## src/rtl/button_debounce_sync.sv

```systemverilog
// rtl/button_debounce_sync.sv - push-button synchroniser, debouncer and edge strober for a flip-flop D input
// Optional abort counter port enabled by BUTTON_DEBOUNCE_GLITCH_COUNT_EN.
module button_debounce_sync #(
  parameter int unsigned DEBOUNCE_CYCLES = 4,
  parameter int unsigned CNT_W           = 16,
  parameter bit          RESET_LEVEL     = 1'b0
) (
  input  logic       input_clock1_clk_1,
  input  logic       input_input_switch4__clear_4,
  input  logic       input_push_button2_raw_2,
  output logic       output_d_level,
  output logic       output_rise_pulse,
  output logic       output_fall_pulse,
`ifdef BUTTON_DEBOUNCE_GLITCH_COUNT_EN
  output logic [7:0] output_glitch_count,
`endif
  output logic       output_busy
);

  typedef enum logic [1:0] {
    STABLE_LOW  = 2'd0,
    QUAL_HIGH   = 2'd1,
    STABLE_HIGH = 2'd2,
    QUAL_LOW    = 2'd3
  } state_t;

  localparam state_t             RESET_STATE = RESET_LEVEL ? STABLE_HIGH : STABLE_LOW;
  localparam logic [CNT_W-1:0]   CNT_LAST    = CNT_W'(DEBOUNCE_CYCLES - 1);
  localparam logic [CNT_W-1:0]   CNT_ONE     = CNT_W'(1);

  logic             sync1_q, sync2_q;
  logic             s;
  state_t           state_q, state_d;
  logic [CNT_W-1:0] cnt_q, cnt_d;
  logic             level_q, level_d;
  logic             rise_q, rise_d;
  logic             fall_q, fall_d;
  logic             busy_q, busy_d;

  assign s = sync2_q;

  always_comb begin
    state_d = state_q;
    cnt_d   = cnt_q;
    level_d = level_q;
    rise_d  = 1'b0;
    fall_d  = 1'b0;
    case (state_q)
      STABLE_LOW: begin
        if (s) begin
          state_d = QUAL_HIGH;
          cnt_d   = CNT_ONE;
        end
      end
      QUAL_HIGH: begin
        if (!s) begin
          state_d = STABLE_LOW;
          cnt_d   = '0;
        end else if (cnt_q == CNT_LAST) begin
          state_d = STABLE_HIGH;
          level_d = 1'b1;
          rise_d  = 1'b1;
          cnt_d   = '0;
        end else begin
          cnt_d = cnt_q + CNT_ONE;
        end
      end
      STABLE_HIGH: begin
        if (!s) begin
          state_d = QUAL_LOW;
          cnt_d   = CNT_ONE;
        end
      end
      QUAL_LOW: begin
        if (s) begin
          state_d = STABLE_HIGH;
          cnt_d   = '0;
        end else if (cnt_q == CNT_LAST) begin
          state_d = STABLE_LOW;
          level_d = 1'b0;
          fall_d  = 1'b1;
          cnt_d   = '0;
        end else begin
          cnt_d = cnt_q + CNT_ONE;
        end
      end
      default: begin
        state_d = RESET_STATE;
        cnt_d   = '0;
      end
    endcase
    // busy follows the state being entered so it lines up with the registered state
    busy_d = (state_d == QUAL_HIGH) || (state_d == QUAL_LOW);
  end

  always_ff @(posedge input_clock1_clk_1 or negedge input_input_switch4__clear_4) begin
    if (!input_input_switch4__clear_4) begin
      sync1_q <= RESET_LEVEL;
      sync2_q <= RESET_LEVEL;
      state_q <= RESET_STATE;
      cnt_q   <= '0;
      level_q <= RESET_LEVEL;
      rise_q  <= 1'b0;
      fall_q  <= 1'b0;
      busy_q  <= 1'b0;
    end else begin
      sync1_q <= input_push_button2_raw_2;
      sync2_q <= sync1_q;
      state_q <= state_d;
      cnt_q   <= cnt_d;
      level_q <= level_d;
      rise_q  <= rise_d;
      fall_q  <= fall_d;
      busy_q  <= busy_d;
    end
  end

  assign output_d_level    = level_q;
  assign output_rise_pulse = rise_q;
  assign output_fall_pulse = fall_q;
  assign output_busy       = busy_q;

`ifdef BUTTON_DEBOUNCE_GLITCH_COUNT_EN
  logic       abort;
  logic [7:0] glitch_q, glitch_d;

  assign abort = ((state_q == QUAL_HIGH) && !s) || ((state_q == QUAL_LOW) && s);

  always_comb begin
    glitch_d = glitch_q;
    if (abort && (glitch_q != 8'hFF)) begin
      glitch_d = glitch_q + 8'd1;
    end
  end

  always_ff @(posedge input_clock1_clk_1 or negedge input_input_switch4__clear_4) begin
    if (!input_input_switch4__clear_4) begin
      glitch_q <= 8'd0;
    end else begin
      glitch_q <= glitch_d;
    end
  end

  assign output_glitch_count = glitch_q;
`endif

endmodule

```

## config.mk

```make
export PLATFORM = sky130hd
export DESIGN_NAME = button_debounce_sync
export DESIGN_NICKNAME = d
export VERILOG_FILES = /design/src/rtl/button_debounce_sync.sv
export SDC_FILE = /design/constraint.sdc
export NUM_CORES = 1
export LEC_CHECK = 0
export CELL_PAD_IN_SITES_DETAIL_PLACEMENT = 0
export CELL_PAD_IN_SITES_GLOBAL_PLACEMENT = 2
export CORE_MARGIN = 4
export CORE_UTILIZATION = 39
export DETAILED_ROUTE_END_ITERATION = 10
export GPL_ROUTABILITY_DRIVEN = 1
export PLACE_DENSITY_LB_ADDON = 0.1
export SLEW_MARGIN = 20
export SYNTH_ARGS = -nofsm -noshare
export SYNTH_HDL_FRONTEND = slang
export SYNTH_SLANG_ARGS = --single-unit
```

## constraint.sdc

```tcl
create_clock -name input_clock1_clk_1 -period 2.4 [get_ports input_clock1_clk_1]
set_input_delay 0.24 -clock input_clock1_clk_1 [delete_from_list [all_inputs] [get_ports input_clock1_clk_1]]
set_output_delay 0.24 -clock input_clock1_clk_1 [all_outputs]
set_load 0.005 [all_outputs]
```

Word-level counts from Yosys, hierarchy flattened
Cells that the tools add are included.
W data, S select, Z words.
{ "word_totals": {"ff_bits": 24, "latch_bits": 0, "mem_bits_rw": 0, "mem_bits_ro": 0, "input_bits": 3, "out_inout_bits": 4, "elab_cells": 49, "n_memories": 0} }
{ "op_classes": {"add_sub_neg": 1, "multipliers": 0, "div": 0, "order_cmp": 0, "eq_ne": 12, "n_shift": 0, "mux": 23, "bitwise": 0, "n_reduce_logical": 5} }
{ "ops": {"columns": ["cell", "n"], "rows": [
  ["$mux W16", 5],
  ["$pmux W16 S4", 1],
  ["$add A16 B1 Y16 const B", 1],
  ["$eq A16 B2 Y1 const B", 1],
  ["$mux W2", 6],
  ["$ne A2 B2 Y1 const B", 6],
  ["$mux W1", 9],
  ["$pmux W2 S4", 1],
  ["$eq A2 B2 Y1 const B", 3],
  ["$reduce_and A5 Y1", 1],
  ["$eq A2 B1 Y1 const B", 2],
  ["$logic_not A2 Y1", 1],
  ["$pmux W1 S2", 1],
  ["$reduce_and A2 Y1", 1],
  ["$reduce_bool A2 Y1", 1],
  ["$logic_or A1 B1 Y1", 1]
]} }

Longest topological paths before layout
{ "depth": {"word_depth": 6, "mapped_depth": 7, "mapped_depth_nobuf": 6} }

Worst setup path after synthesis
OpenSTA, ideal clock, no wires.
{ "synth_path": {"path_kind": "input port to flip-flop", "startpoint": "input port cnt_q[0]", "endpoint": "register cnt_q[9]", "setup_ns": 0.082, "arrival_time_ns": 1.578, "t_required_ns": 2.318, "slack_ns": 0.741, "stages": 7, "n_path_buf": 1, "path_cell_list": "dfrtp_1 > ha_1 > nor4b_2 > and4_1 > buf_2 > or3_1 > a31oi_1"} }
{ "synth_via": {"elab_chain_len": 4, "word_cells_on_any_way": 6, "cone_classes": "add/sub (1); eq/ne (1); mux (4)"} }
{ "synth_rtl": {"columns": ["element", "line", "text"], "rows": [
  ["start: declaration", "34", "logic [CNT_W-1:0] cnt_q, cnt_d;"],
  ["$add A16 B1 Y16 or $eq A16 B2 Y1 (tied branches)", null, null],
  ["$mux W16 (*)", "59, 78", null],
  ["$mux W16, on equally long branches", "75, 56", null],
  ["$pmux W16 S4 (*)", "48", "case (state_q)"]
]} }
Every way passes the cells marked *; elsewhere a longest branch is shown, timed or not.
A chain may end at the register's enable or synchronous reset.

Final worst setup path
{ "layout_path": {"startpoint": "input port cnt_q[0]", "endpoint": "register cnt_q[6]"} }
The elaborated chain is that of the path after synthesis.

==> reports/qor.txt <==
outcome: complete, no violations
Peak Freq: 504 MHz
Initial Utilization: 41.7%
Crit path buffers/inverters: 0
Period minus WS final: 1.98 ns
Final Hold Viols: 0
Sink Count: 23
layout cells sized above 1: 10.6%
H-tree Lvls: 1
CTS tree: built
VDD IR-drop max: 0.251 mV
number of synthesized register bits: 23
most frequent cell after synthesis: dfrtp_1
vias in the first global route: 899
Max Slew Vio Count: 0
vias per cell: 5.61
io pins: 7
Critical Path Stages: 6
# resized after CTS: 0
Post-Route WL: 2.39 mm
row count: 19
Setup-failing EPs final: 0
Cell variety after synth: 35
Pre-antenna DRT Iters: 4
Syn-to-layout area delta: 8.59%
Crit path max-delay family: simple AND/OR/NAND/NOR gates
synthesized area: 1180 um^2
Fillers: 277
first-pass GRT wire length: 4.18 mm
Synth top cells by count: 23 x dfrtp_1, 15 x nand2_1, 10 x a31oi_1
DRC viols: 0
routed vias: 915
Async SR Flop Fraction: 100%
leakage power: 0.521 nW
period utilization: 82.7%
height of the die: 63.0 um
cell-by-cell trace of the critical path: ha_1 > nor4b_2 > and4_2 > nor2_4 > o21ai_0 > a31oi_1
CP peak stage delay: 0.44 ns
Initial DRC Count: 50
Synth Flop Type: dfrtp_1
Worst-path clk slew: 0.13 ns
R2R cell count: 6
initial antenna violation count: 0
core footprint: 2830 um^2
Critical Path Slowest Stage Cell: dfrtp_1
dpl ws: 0.441 ns
Least-Margin Pin Slew: 0.502 ns
Pwr Density: 843 nW/um^2
total gr overflow: 0
final layout net count: 137
crit end category: flip-flop
max_slew headroom: 66.5%
Port Buf Inserts: 6
Seq/Total Area, Yosys: 48.8%
RSZ-0062 raised after global routing: no
GPL Wtd Cong: 0.772
cell taking the most area after synthesis: dfrtp_1
crit-path max FO: 23
largest net degree at the start of global routing: 24
antenna violation net count after detailed routing: 0
Final HPWL DP: 1.73 mm
top-area cell type share of the netlist area: 48.8%
MaxCap Viol Count: 0
Syn Inst Count: 124
Hold WC Path Type: in2async
CTS root buffer: clkbuf_4
Die ar.: 3970 um^2
Worst Skew: 0.0104 ns
Post-synth EDFFs: 0
final hold slack: 0.263 ns
Startpoint Class: flip-flop
setup ws final: 0.415 ns
Area contributors post-synth: dfrtp_1 49%, a31oi_1 5.3%, nand2_1 4.8%
Antenna Cells: 0
TNS Setup: 0 ns
GRT Total Usage: 13.2%
Critical Path RT: 2.64 ns
synth warn: 0
Post-CTS Repair Setup Buffers: 0
Non-Filler Instances: 163
Syn Area/Cell: 9.52 um^2
Skew-Pair Late Insertion Delay: 0.31 ns
Placed Cells: 159
WP data arrival: 2.23 ns
CTS buffer count: 3
syn_nets: 128
Worst Setup Path Type: reg2reg
hold_buf cts: 0
Max clock buf depth: 2
Die Width: 63.0 um
wire per inst: 14.7 um
state kept, by name, summed over array words and instances, names as in the netlist:
register / count
output_d_level: 1
cnt_q: 16
state_q: 1
sync1_q: 1
output_rise_pulse: 1
output_busy: 1
s: 1
output_fall_pulse: 1
where the power goes:
part / internal [mW] / switching (mW) / total (mW)
clock network: 0.0648 / 0.111 / 0.175
registers: 0.436 / 0.0751 / 0.512
logic: 0.143 / 0.251 / 0.394
final timing paths:
kind / from / endpoint / slack, ns
max in group asynchronous: input_input_switch4__clear_4 / cnt_q[13] / 1.90
min in group input_clock1_clk_1: input_push_button2_raw_2 / sync1_q / 0.37
hold reg to reg: sync1_q / s / 0.37
hold / removal: input_input_switch4__clear_4 / cnt_q[2] / 0.26
setup / recovery: cnt_q[0] / cnt_q[6] / 0.42
setup reg to reg: cnt_q[0] / cnt_q[6] / 0.42
placed cells by master, fill, tap and decap left out, drive strengths merged:
| master | n |
|---|---|
| clkdlybuf4s50 | 6 |
| nor4 | 2 |
| o311ai | 1 |
| nand3b | 2 |
| or2 | 1 |
| o41a | 1 |
| a31oi | 10 |
| inv | 8 |
| xor2 | 1 |
| nor4b | 1 |
| o22ai | 1 |
| nand2 | 16 |
| nor2 | 10 |
| dfrtp | 23 |
| a22o | 1 |
| ha | 1 |
| nand3 | 8 |
| o2bb2ai | 1 |
| clkbuf | 4 |
| mux2i | 1 |
| a21oi | 8 |
| or3 | 2 |
| nand4 | 4 |
| a41oi | 1 |
| buf | 2 |
| o21ai | 8 |
| and4 | 2 |
| nor3 | 6 |
kinds of logic (layout without fill, tap and decap cells):
kind of cell	after synthesis	count (layout)	synth area share [%]
and+or+nand+nor	54	54	25.6
adders and majority gates	1	1	1.06
xor gates and xnor gates	1	1	1.38
DFF	23	23	48.8
AOI/OAI and AO/OA	32	32	16.5
muxes	1	1	0.848
buffers and inverters	12	20	5.83
stage by stage:
step                      utilization (%)  cell area, um^2  power, mW
after floorplan                         -             1180      0.846
after global placement               44.4             1250      0.906
after detailed placement             44.4             1250      0.911
after CTS                            45.3             1280       1.09
after global routing                 45.3             1280       1.17
final                                45.3             1280       1.08
metal layers:
metal  routed length [um]  global-route usage, %
met2                 1050                   19.6
met3                   94                   2.52
met1                 1230                   18.5
met5                    0                      0
met4                   17                   5.79
cell type report:
class,count,area [um^2],area share [%]
clock buffer,4,26.3,2.05
timing repair buffer,8,75.1,5.86
tap,31,38.8,3.03
inverter,8,30.0,2.34
sequential,23,576,44.9
multi-input combinational,89,536,41.8
worst register-to-register path, stage by stage (launching register included):
cell	delay (ns)
dfrtp_1	0.44
ha_1	0.26
nor4b_2	0.17
and4_2	0.25
nor2_4	0.43
o21ai_0	0.18
a31oi_1	0.19
Power figures use the tool's default switching activity.
